`config.mk`:
```
export PLATFORM = sky130hd
export DESIGN_NAME = dist_ram_16x4_dp
export DESIGN_NICKNAME = d
export VERILOG_FILES = /design/src/rtl/dist_ram_pkg.sv /design/src/rtl/dpr_wr_decode.sv /design/src/rtl/dist_ram_16x4_dp.sv
export SDC_FILE = /design/constraint.sdc
export NUM_CORES = 1
export LEC_CHECK = 0
export BUFFER_PORTS_ARGS = -buffer_cell sky130_fd_sc_hd__buf_4
export CAP_MARGIN = 20
export CORE_ASPECT_RATIO = 0.9
export CORE_MARGIN = 3
export CORE_UTILIZATION = 35
export DETAILED_ROUTE_END_ITERATION = 12
export GPL_ROUTABILITY_DRIVEN = 0
export SYNTH_ARGS = -nofsm -noshare
export SYNTH_HDL_FRONTEND = slang
export SYNTH_SLANG_ARGS = --single-unit
export TNS_END_PERCENT = 5
```
`constraint.sdc`:
```
create_clock -name clk -period 2.2 [get_ports clk]
set_clock_uncertainty 0.1 [all_clocks]
set_input_delay 0 -clock clk [delete_from_list [all_inputs] [get_ports clk]]
set_output_delay 0 -clock clk [all_outputs]
set_load 0.005 [all_outputs]
```
`src/rtl/dist_ram_pkg.sv`:
```
// Shared widths and word/address types for the 16x4 dual-port distributed RAM.
package dist_ram_pkg;

    localparam int DPR_DATA_W = 4;
    localparam int DPR_ADDR_W = 4;
    localparam int DPR_DEPTH  = 16;

    typedef logic [DPR_DATA_W-1:0] dpr_word_t;
    typedef logic [DPR_ADDR_W-1:0] dpr_addr_t;

endpackage

```
`src/rtl/dpr_wr_decode.sv`:
```
// One-hot write-enable decoder: exactly one strobe per write, none when wre is low.
module dpr_wr_decode
    import dist_ram_pkg::*;
#(
    parameter int ADDR_W = DPR_ADDR_W,
    parameter int DEPTH  = 2 ** ADDR_W
) (
    input  logic              wre,
    input  logic [ADDR_W-1:0] wad,
    output logic [DEPTH-1:0]  we_vec
);

    // An unknown wad makes the compare unknown, so no strobe fires and the write is dropped.
    genvar gi;
    generate
        for (gi = 0; gi < DEPTH; gi++) begin : g_dec
            assign we_vec[gi] = wre & (wad == ADDR_W'(gi));
        end
    endgenerate

endmodule

```
`src/rtl/dist_ram_16x4_dp.sv`:
```
// 16x4 distributed dual-port RAM: synchronous write, combinational read, async active-low clear.
// Define DPR_WR_BYPASS_EN for write-first forwarding of di onto dout on a same-address write.
module dist_ram_16x4_dp
    import dist_ram_pkg::*;
#(
    parameter int                 DATA_W   = DPR_DATA_W,
    parameter int                 ADDR_W   = DPR_ADDR_W,
    parameter logic [DATA_W-1:0]  INIT_VAL = '0
) (
    input  logic              clk,
    input  logic              rst,
    input  logic              wre,
    input  logic [ADDR_W-1:0] wad,
    input  logic [DATA_W-1:0] di,
    input  logic [ADDR_W-1:0] rad,
    output logic [DATA_W-1:0] dout
);

    localparam int DEPTH = 2 ** ADDR_W;

    logic [DEPTH-1:0]  we_vec;
    logic [DATA_W-1:0] mem [DEPTH] = '{default: INIT_VAL};

    dpr_wr_decode #(
        .ADDR_W (ADDR_W),
        .DEPTH  (DEPTH)
    ) u_wr_decode (
        .wre    (wre),
        .wad    (wad),
        .we_vec (we_vec)
    );

    // The clear holds for as long as rst is low, so writes during reset are lost.
    always_ff @(posedge clk or negedge rst) begin
        if (!rst) begin
            for (int i = 0; i < DEPTH; i++) begin
                mem[i] <= INIT_VAL;
            end
        end else begin
            for (int i = 0; i < DEPTH; i++) begin
                if (we_vec[i]) begin
                    mem[i] <= di;
                end
            end
        end
    end

    always_comb begin
        dout = mem[rad];
`ifdef DPR_WR_BYPASS_EN
        if (wre && rst && (rad == wad)) begin
            dout = di;
        end
`endif
    end

endmodule

```
==> flow_metrics.py <==
metrics = {
    "outcome": {
        "status": "complete, no violations",
    },
    "clock_network": {
        "cts_root_buffer": "clkbuf_8",
        "clk_pin_slew_ps": 70,
        "clockBufferDepth": 2,
        "cts_sinks": 64,
        "htree_levels": 3,
        "cts_made_buffers": 9,
        "tritoncts": "done",
        "clock_latency_ps": 340,
    },
    "logic_synthesis": {
        "yosys-top-cells-area": "dfrtp_1 53%, mux2_2 24%, mux4_1 12%",
        "synth-seq-cells": 64,
        "async_flop_share": 1.00,
        "synth_area_per_cell_um2": 15.5,
        "ys_warn_count": 0,
        "synth_cells": 195,
        "synth_common_cells": "64 x dfrtp_1, 64 x mux2_2, 14 x mux4_1",
        "synth_edf_count": 0,
        "synth-main-ff-cell": "dfrtp_1",
        "synth_top_area_cell": "dfrtp_1",
        "ys_seq_area_frac": 0.531,
        "syn_nets": 210,
        "yosys.area.top_type_share": 0.531,
        "synth_area_um2": 3020,
        "synth.distinct_cells": 18,
    },
    "placed_design": {
        "dp_slack_ps": 726,
        "placed_cells": 320,
        "hpwlAfterDp_um": 4160,
        "port-buffer-count": 18,
    },
    "floorplanning": {
        "die_w_um": 104,
        "die_h_um": 94.1,
        "fp.dieArea_um2": 9770,
        "rows": 31,
        "core_area_um2": 8220,
        "start_util": 0.367,
        "io-pin-count": 19,
    },
    "timing": {
        "fin_crit_ps": 1830,
        "timing.slew.headroom": 0.460,
        "postLayoutSetupSlackWorst_ps": 372,
        "fin_tns_setup_ps": 0,
        "rsz0062_at_grt": "false",
        "setup_viol": 0,
        "report.final.slew_viol_count": 0,
        "tightest_slew_ps": 810,
        "final-hold-violation-count": 0,
        "fmax_mhz": 547,
        "finalCritPeriodShare": 0.831,
    },
    "drt": {
        "viasPerCell": 5.15,
        "drtIter0Drc": 67,
        "vias": 1751,
        "drt_wl_total_um": 6250,
        "ant_nets": 0,
        "route.detailed.drc": 0,
        "dr.pass1.iters": 4,
        "wl_per_cell_um": 18.4,
    },
    "cells_and_area": {
        "stdcell_count": 340,
        "utilization": 0.429,
        "reg_top3": "mem x64",
        "synthToLayoutAreaGrowth_pct": 17.0,
        "antennaDiodeCount": 0,
        "drive_gt1_frac": 0.440,
        "largest_register": "mem",
        "largest_reg_flops": 64,
        "nNetsFinal": 236,
    },
    "pwr": {
        "irDropWorstVdd_mv": 0.495,
        "power.switching_mw": 0.771,
        "finalPower_mw": 3.36,
        "comb_power_share": 0.176,
        "power_frac_clock": 0.356,
        "powerDensity_nw_per_um2": 951,
        "leakagePower_nw": 1.54,
        "switching_share": 0.230,
        "internal-power_mw": 2.59,
        "p_seq_frac": 0.468,
    },
    "worst_setup_path": {
        "r2r_end": "mem[61]",
        "required_ps": 2100,
        "critPathArrivalTime_ps": 1730,
        "crit_chain": "mux4_1 -> a22oi_1 -> nand3_1 -> buf_4",
        "cp_max_fo": 2,
        "r2r_start": "mem[61]",
        "worst_setup_path_end_kind": "output pin",
        "worstRegToRegCells": 1,
        "critPathMaxStageDelay_ps": 560,
        "critPathCapture": "dout[3]",
        "cp_slowest_cell": "mux4_1",
        "cp-startpoint": "mem[43]",
        "reg2reg_slack_ps": 1330,
        "cpLargestDelayFamily": "multiplexers",
        "cp.depth": 4,
        "critPathLaunchType": "register",
        "cp.buffers_inverters": 1,
        "worst-setup-path-type": "register to output pin",
    },
    "global_route": {
        "grt_pass1_vias": 1835,
        "grt_pass1_wl_um": 10100,
        "antenna_found_initial": 0,
        "track_usage": 0.138,
        "grt_max_degree": 65,
        "grt_overflow": 0,
    },
    "worst_hold_path": {
        "timing.hold.worst.class": "input port to register",
        "hold_path.startpoint": "wad[1]",
    },
    "job": {
        "drv_cap": 0,
    },
}
[power by group through the flow]
stage          Combinational (mW)  Sequential, mW  Clock (mW)
2_1_floorplan               0.439            1.55           0
3_3_place_gp                0.574            1.59           0
3_5_place_dp                0.591            1.59           0
4_1_cts                     0.598            1.57        1.21
5_1_grt                     0.645            1.60        1.27
6_report                    0.592            1.57        1.19
[routing by layer]
metal  GRT usage  share of wire  vias to the layer above  wire length [µm]
li1            -              -                      785                 -
met1       0.188           0.48                      928              3010
met2       0.213           0.47                       32              2940
met3      0.0440          0.038                        6               236
met4      0.0399          0.011                        0                66
met5           0              0                        -                 0
[tightest hold or removal path, cell delays in order]
cell	delay (ps)
buf_4	110
nor2_1	40
nand2_1	160
mux2_2	180
[final cells by class]
| class | instances | area [µm²] |
|---|---|---|
| fillers | 792 | 4690 |
| flip-flops and latches | 64 | 1600 |
| multi-input cells | 123 | 1360 |
| repair buffers | 23 | 185 |
| clock buffers | 13 | 179 |
| well taps | 115 | 144 |
| clock inverters | 2 | 60.1 |
[worst min-delay path by stage]
stage	endpoint	slack [ps]	cells past startpoint
floorplan	mem[0]	-400	0
global placement	mem[38]	50	1
detailed placement	mem[34]	50	1
CTS	mem[63]	80	4
global route	mem[63]	100	4
finish	mem[63]	80	4
[cells in the final DEF, fill, tap and decap left out, types with 2 or more instances in the layout]
cell type	instances
nor2b_1	2
nor2_1	11
nand3_1	9
buf_4	18
dlygate4sd3_1	5
clkbuf_8	13
mux2_2	64
a22oi_1	4
mux4_2	2
mux4_1	14
or3_1	3
nand3b_1	2
dfrtp_1	64
nand2b_1	4
nand2_1	6
bufinv_16	2
[cells by family (layout without fill, tap and decap cells)]
kind of cell	after synthesis	after routing	synth area share
multiplexers	80	80	0.376
flip-flops	64	64	0.531
AND/OR/NAND/NOR	39	39	0.0647
buffers and inverters	8	38	0.0183
AO/OA/AOI/OAI	4	4	0.00996
[repair_timing]
action	in CTS	in global routing
buffers inserted	0	0
hold buffers	5	0
setup endpoints to repair	0	0
hold endpoints to repair	128	0
resized for setup	0	0
[per-stage QoR]
stage,instance area [µm²],hold WS [ps]
floorplan,3020,-396
global placement,3240,48.1
detailed placement,3240,47.7
CTS,3530,79.7
global route,3530,98.8
finish,3530,78.2
Power figures use the tool's default switching activity.
